## config.mk

```make
export PLATFORM = sky130hd
export DESIGN_NAME = key_event_decoder
export DESIGN_NICKNAME = d
export VERILOG_FILES = /design/src/rtl/key_event_decoder.sv
export SDC_FILE = /design/constraint.sdc
export NUM_CORES = 1
export LEC_CHECK = 0
export CAP_MARGIN = 25
export CORE_UTILIZATION = 27
export CTS_CLUSTER_SIZE = 20
export DETAILED_ROUTE_END_ITERATION = 16
export GPL_TIMING_DRIVEN = 1
export SLEW_MARGIN = 5
export SYNTH_ARGS = -nofsm -noshare
export SYNTH_HDL_FRONTEND = slang
export SYNTH_SLANG_ARGS = --single-unit
```

## constraint.sdc

```tcl
create_clock -name clk -period 3.5 [get_ports clk]
set_input_delay 0.7 -clock clk [delete_from_list [all_inputs] [get_ports clk]]
set_output_delay 0.7 -clock clk [all_outputs]
set_load 0.005 [all_outputs]
```

## src/rtl/key_event_decoder.sv

```systemverilog
// Keypad event decoder: synchronises and debounces the scanner key code, then
// queues press/release events in a small FIFO drained through a valid/ready handshake.
module key_event_decoder #(
  parameter int DEBOUNCE_CYCLES = 1_000_000,
  parameter int CNT_W           = 20,
  parameter int FIFO_DEPTH      = 8
) (
  input  logic                          clk,
  input  logic                          reset,
  input  logic [4:0]                    keyout,
  output logic                          evt_valid,
  output logic [4:0]                    evt_data,
  input  logic                          evt_ready,
  output logic [$clog2(FIFO_DEPTH):0]   fifo_count,
  output logic                          overflow,
  input  logic                          clear_overflow
);

  localparam int AW = $clog2(FIFO_DEPTH);
  localparam logic [CNT_W-1:0] CNT_LAST = CNT_W'(DEBOUNCE_CYCLES - 1);
  localparam logic [AW:0] FULL_COUNT = (AW + 1)'(FIFO_DEPTH);

  typedef enum logic [1:0] {
    IDLE,
    PRESS_DEB,
    HELD,
    REL_DEB
  } state_t;

  logic [4:0]       s1;
  logic [4:0]       s2;
  state_t           state;
  state_t           state_next;
  logic [CNT_W-1:0] cnt;
  logic [CNT_W-1:0] cnt_next;
  logic [3:0]       hc;
  logic [3:0]       hc_next;
  logic             key_match;
  logic             push;
  logic [4:0]       push_data;

  logic [4:0]       mem [FIFO_DEPTH];
  logic [AW-1:0]    wr_ptr;
  logic [AW-1:0]    rd_ptr;
  logic [AW:0]      count;
  logic             full;
  logic             pop;
  logic             do_write;

  always_ff @(posedge clk) begin
    if (reset) begin
      s1 <= '0;
      s2 <= '0;
    end else begin
      s1 <= keyout;
      s2 <= s1;
    end
  end

  always_ff @(posedge clk) begin
    if (reset) begin
      state <= IDLE;
      cnt   <= '0;
      hc    <= '0;
    end else begin
      state <= state_next;
      cnt   <= cnt_next;
      hc    <= hc_next;
    end
  end

  assign key_match = (s2 == {1'b1, hc});

  // Any code other than the held key (including a different key) counts as a release.
  always_comb begin
    state_next = state;
    cnt_next   = cnt;
    hc_next    = hc;
    push       = 1'b0;
    push_data  = {1'b0, hc};
    case (state)
      IDLE: begin
        if (s2[4]) begin
          hc_next    = s2[3:0];
          cnt_next   = '0;
          state_next = PRESS_DEB;
        end
      end
      PRESS_DEB: begin
        if (!key_match) begin
          state_next = IDLE;
        end else if (cnt == CNT_LAST) begin
          push       = 1'b1;
          push_data  = {1'b1, hc};
          state_next = HELD;
        end else begin
          cnt_next = cnt + 1'b1;
        end
      end
      HELD: begin
        if (!key_match) begin
          cnt_next   = '0;
          state_next = REL_DEB;
        end
      end
      REL_DEB: begin
        if (key_match) begin
          state_next = HELD;
        end else if (cnt == CNT_LAST) begin
          push       = 1'b1;
          push_data  = {1'b0, hc};
          state_next = IDLE;
        end else begin
          cnt_next = cnt + 1'b1;
        end
      end
      default: state_next = IDLE;
    endcase
  end

  assign full     = (count == FULL_COUNT);
  assign pop      = evt_valid && evt_ready;
  assign do_write = push && (!full || pop);

  always_ff @(posedge clk) begin
    if (do_write) begin
      mem[wr_ptr] <= push_data;
    end
  end

  // A simultaneous pop frees the head slot, so a push into a full FIFO still lands.
  always_ff @(posedge clk) begin
    if (reset) begin
      wr_ptr   <= '0;
      rd_ptr   <= '0;
      count    <= '0;
      overflow <= 1'b0;
    end else begin
      if (do_write) begin
        wr_ptr <= wr_ptr + 1'b1;
      end
      if (pop) begin
        rd_ptr <= rd_ptr + 1'b1;
      end
      if (do_write && !pop) begin
        count <= count + 1'b1;
      end else if (!do_write && pop) begin
        count <= count - 1'b1;
      end
      if (push && full && !pop) begin
        overflow <= 1'b1;
      end else if (clear_overflow) begin
        overflow <= 1'b0;
      end
    end
  end

  assign evt_valid  = (count != '0);
  assign evt_data   = evt_valid ? mem[rd_ptr] : 5'h00;
  assign fifo_count = count;

endmodule
```

==> out/metrics.csv, run 1 <==
metric;value;unit
cts_setup_buffers;0;
final_max_slew_viol_count;0;
antenna_cells;0;
clock_power_share;0.448;
layout_min_cycle_time;3.114;ns
wirelength;7586;um
die_w;122.0;um
grt_usage;0.1118;
synth_top_area_cell;edfxtp_1;
io_pins;20;
grt_pass1_vias;2561;
numCtsBuffers;9;
antenna_left;0;
core_area;13930;sq um
switchingPower;0.4655;mW
synth_common_cells;50 x dfxtp_1, 40 x edfxtp_1, 40 x nor2_1;
powerDensity;449.0;nW/um^2
p_total;2.086;mW
fp-row-count;43;
whs;0.4514;ns
cts-htree-levels;3;
cp-start-kind;flip-flop;
yosysMostFrequentCell;dfxtp_1;
detailed_place_hpwl;5435;um
hold_violations;0;
power_frac_seq;0.527;
synth.avg_cell_area;11.60;sq um
tightest_slew;0.7962;ns
p_leak;1.564;nW
drc;0;
setup_viol;0;
ys.flop_type;dfxtp_1;
synthCells;335;
clock_skew;0.007862;ns
synth.top_cell.area_share;0.3091;
end_kind;flip-flop;
grt_max_degree;31;
die-area;14880;sq um
yosysSeqAreaShare;0.5666;
ys_types;52;
ys_warn_count;0;
worstPathRequired;3.77;ns
internal_power;1.621;mW
fmax;321.2;MHz
grt_pass1_wl;12530;um
worstPathMaxFanout;10;
grt-ovfl-total;0;
hold_path.class;flip-flop to flip-flop;
worstPathArrival;3.38;ns
netlist_top_cells_area;edfxtp_1 31%, dfxtp_1 26%, mux4_2 5.8%;
drive_gt1_frac;0.1324;
syn-num-nets;351;
ir_worst_vdd;0.2660;mV
first_iter_violations;152;
via_per_inst;4.731;
dr.pass1.iters;6;
max-clock-path-buffers;2;
place_ws;0.4116;ns
ys_async_sr_fraction;0;
swShare;0.2232;
rsz0062_at_grt;no;
synth-edff-count;40;
root_buffer;clkbuf_16;
antenna_found_initial;0;
holdBufCountCts;0;
syn_to_final_growth;19.54;%
clock_latency;0.34;ns
synth-seq-cells;90;
start_util;0.2789;
slew_headroom;0.4622;
nNetsFinal;381;
max_cap_violations;0;
cts_sinks;90;
io_buffer_count;19;
combPwrFrac;0.025;
post-route-cell-area;4646;sq um
routedWlPerCell;13.79;um
fin_crit_sh;0.8897;
place_congestion;0.8262;
cts_resized;0;
dpl-instance-area;4352;sq um
synth.cell_area;3886;sq um
postLayoutSetupSlackWorst;0.3862;ns
worstSetupPathType;flip-flop to flip-flop;
tritoncts;done;
status;complete, no violations;
via_count;2602;
clk_pin_slew_worst_paths;0.07;ns
fin_setup_tns;0;ns
die_h;122.0;um
==> layout make-up <==
cell class / instances / area (sq um)
Clock buffer: 9 / 225.2
Clock inverter: 7 / 68.82
Fill cell: 1375 / 9289
Inverter: 13 / 48.80
Multi-Input combinational cell: 218 / 1580
Sequential cell: 90 / 2202
Tap cell: 180 / 225.2
Timing Repair Buffer: 33 / 295.3
==> state kept, by name, indices dropped and copies added, names as in the netlist, named ones only <==
register	flops
mem	40
cnt	20
s1	5
s2	5
fifo_count	4
hc	4
rd_ptr	3
wr_ptr	3
overflow	1
state	1
==> power groups by stage <==
| stage | clock (mW) | sequential (mW) | combinational, mW |
|---|---|---|---|
| floorplan | 0 | 1.12 | 0.0319 |
| global placement | 0 | 1.12 | 0.0508 |
| detailed placement | 0 | 1.12 | 0.0520 |
| CTS | 0.959 | 1.10 | 0.0522 |
| global route | 1.01 | 1.10 | 0.0565 |
| finish | 0.935 | 1.10 | 0.0515 |
==> metal layers <==
metal,global-route usage,wire length (um),up-vias
met5,0,0,-
met4,0.04630,108,0
met3,0.02996,190,7
met2,0.1790,3624,41
met1,0.1418,3662,1261
li1,-,-,1293
==> cells in the final DEF, fill, tap and decap left out, types with 3 or more instances in the layout <==
cell              n
nor2b_1          10
ha_1              6
xnor2_1          14
nand2_1          18
a21oi_1           9
clkinv_4          3
edfxtp_1         40
nor2_1           40
xor2_1            8
nor4b_1           4
nor3_1           14
and2_1            3
nand4_1          10
clkbuf_16         9
o21ai_0           3
mux2i_1          12
nand3_1          10
dfxtp_1          50
clkdlybuf4s50_1  19
mux4_2           10
nor4_1           11
buf_4            14
nand3b_1          3
inv_1            13
inv_8             3
==> cells by family (layout without fill, tap and decap cells) <==
group | Yosys count | in the layout | share of synthesized area
XOR/XNOR | 22 | 22 | 0.04958
AND/OR/NAND/NOR | 139 | 139 | 0.1903
multiplexers | 22 | 22 | 0.08886
AO/OA/AOI/OAI | 28 | 28 | 0.05345
buffers and inverters | 27 | 62 | 0.02672
adder cells (fa/ha/maj) | 7 | 7 | 0.02447
flip-flops | 90 | 90 | 0.5666
==> per-stage QoR <==
| stage | utilization | std cells |
|---|---|---|
| finish | 0.3334 | 550 |
| global route | 0.3334 | 550 |
| CTS | 0.3334 | 550 |
| detailed placement | 0.3123 | 534 |
| global placement | 0.3123 | 534 |
| floorplan | - | 335 |
==> path summary, 6_finish.rpt <==
path,endpoint,startpoint,depth (start not counted),slack (ns)
max,fifo_count[3]$_SDFFE_PP0P_,hc[2]$_SDFFE_PP0P_,13,0.39
min,s2[4]$_SDFF_PP0_,s1[4]$_SDFF_PP0_,1,0.45
max reg2reg,fifo_count[3]$_SDFFE_PP0P_,hc[2]$_SDFFE_PP0P_,13,0.39
min reg2reg,s2[4]$_SDFF_PP0_,s1[4]$_SDFF_PP0_,1,0.45
==> critical path, stage by stage (launching register included) <==
cell and delay (ns):
dfxtp_1 0.51, xor2_1 0.17, or4_4 0.59, nor3_2 0.19, o211ai_2 0.11, inv_1 0.08, ha_1 0.17, inv_1 0.09
ha_1 0.28, a21o_1 0.17, a21oi_1 0.16, xnor2_1 0.09, or3_1 0.30, a21oi_1 0.14
Note: power is estimated with default switching activity, not from simulation.
==> inputs of run 2 (changes only) <==
--- a/config.mk
+++ b/config.mk
@@ -10,6 +10,7 @@
 export CTS_CLUSTER_SIZE = 20
 export DETAILED_ROUTE_END_ITERATION = 16
 export GPL_TIMING_DRIVEN = 1
+export HOLD_SLACK_MARGIN = 0.03
 export SLEW_MARGIN = 5
 export SYNTH_ARGS = -nofsm -noshare
 export SYNTH_HDL_FRONTEND = slang
==> results of run 2 <==
The final DEF is identical to that of run 1; final timing and power are the same.
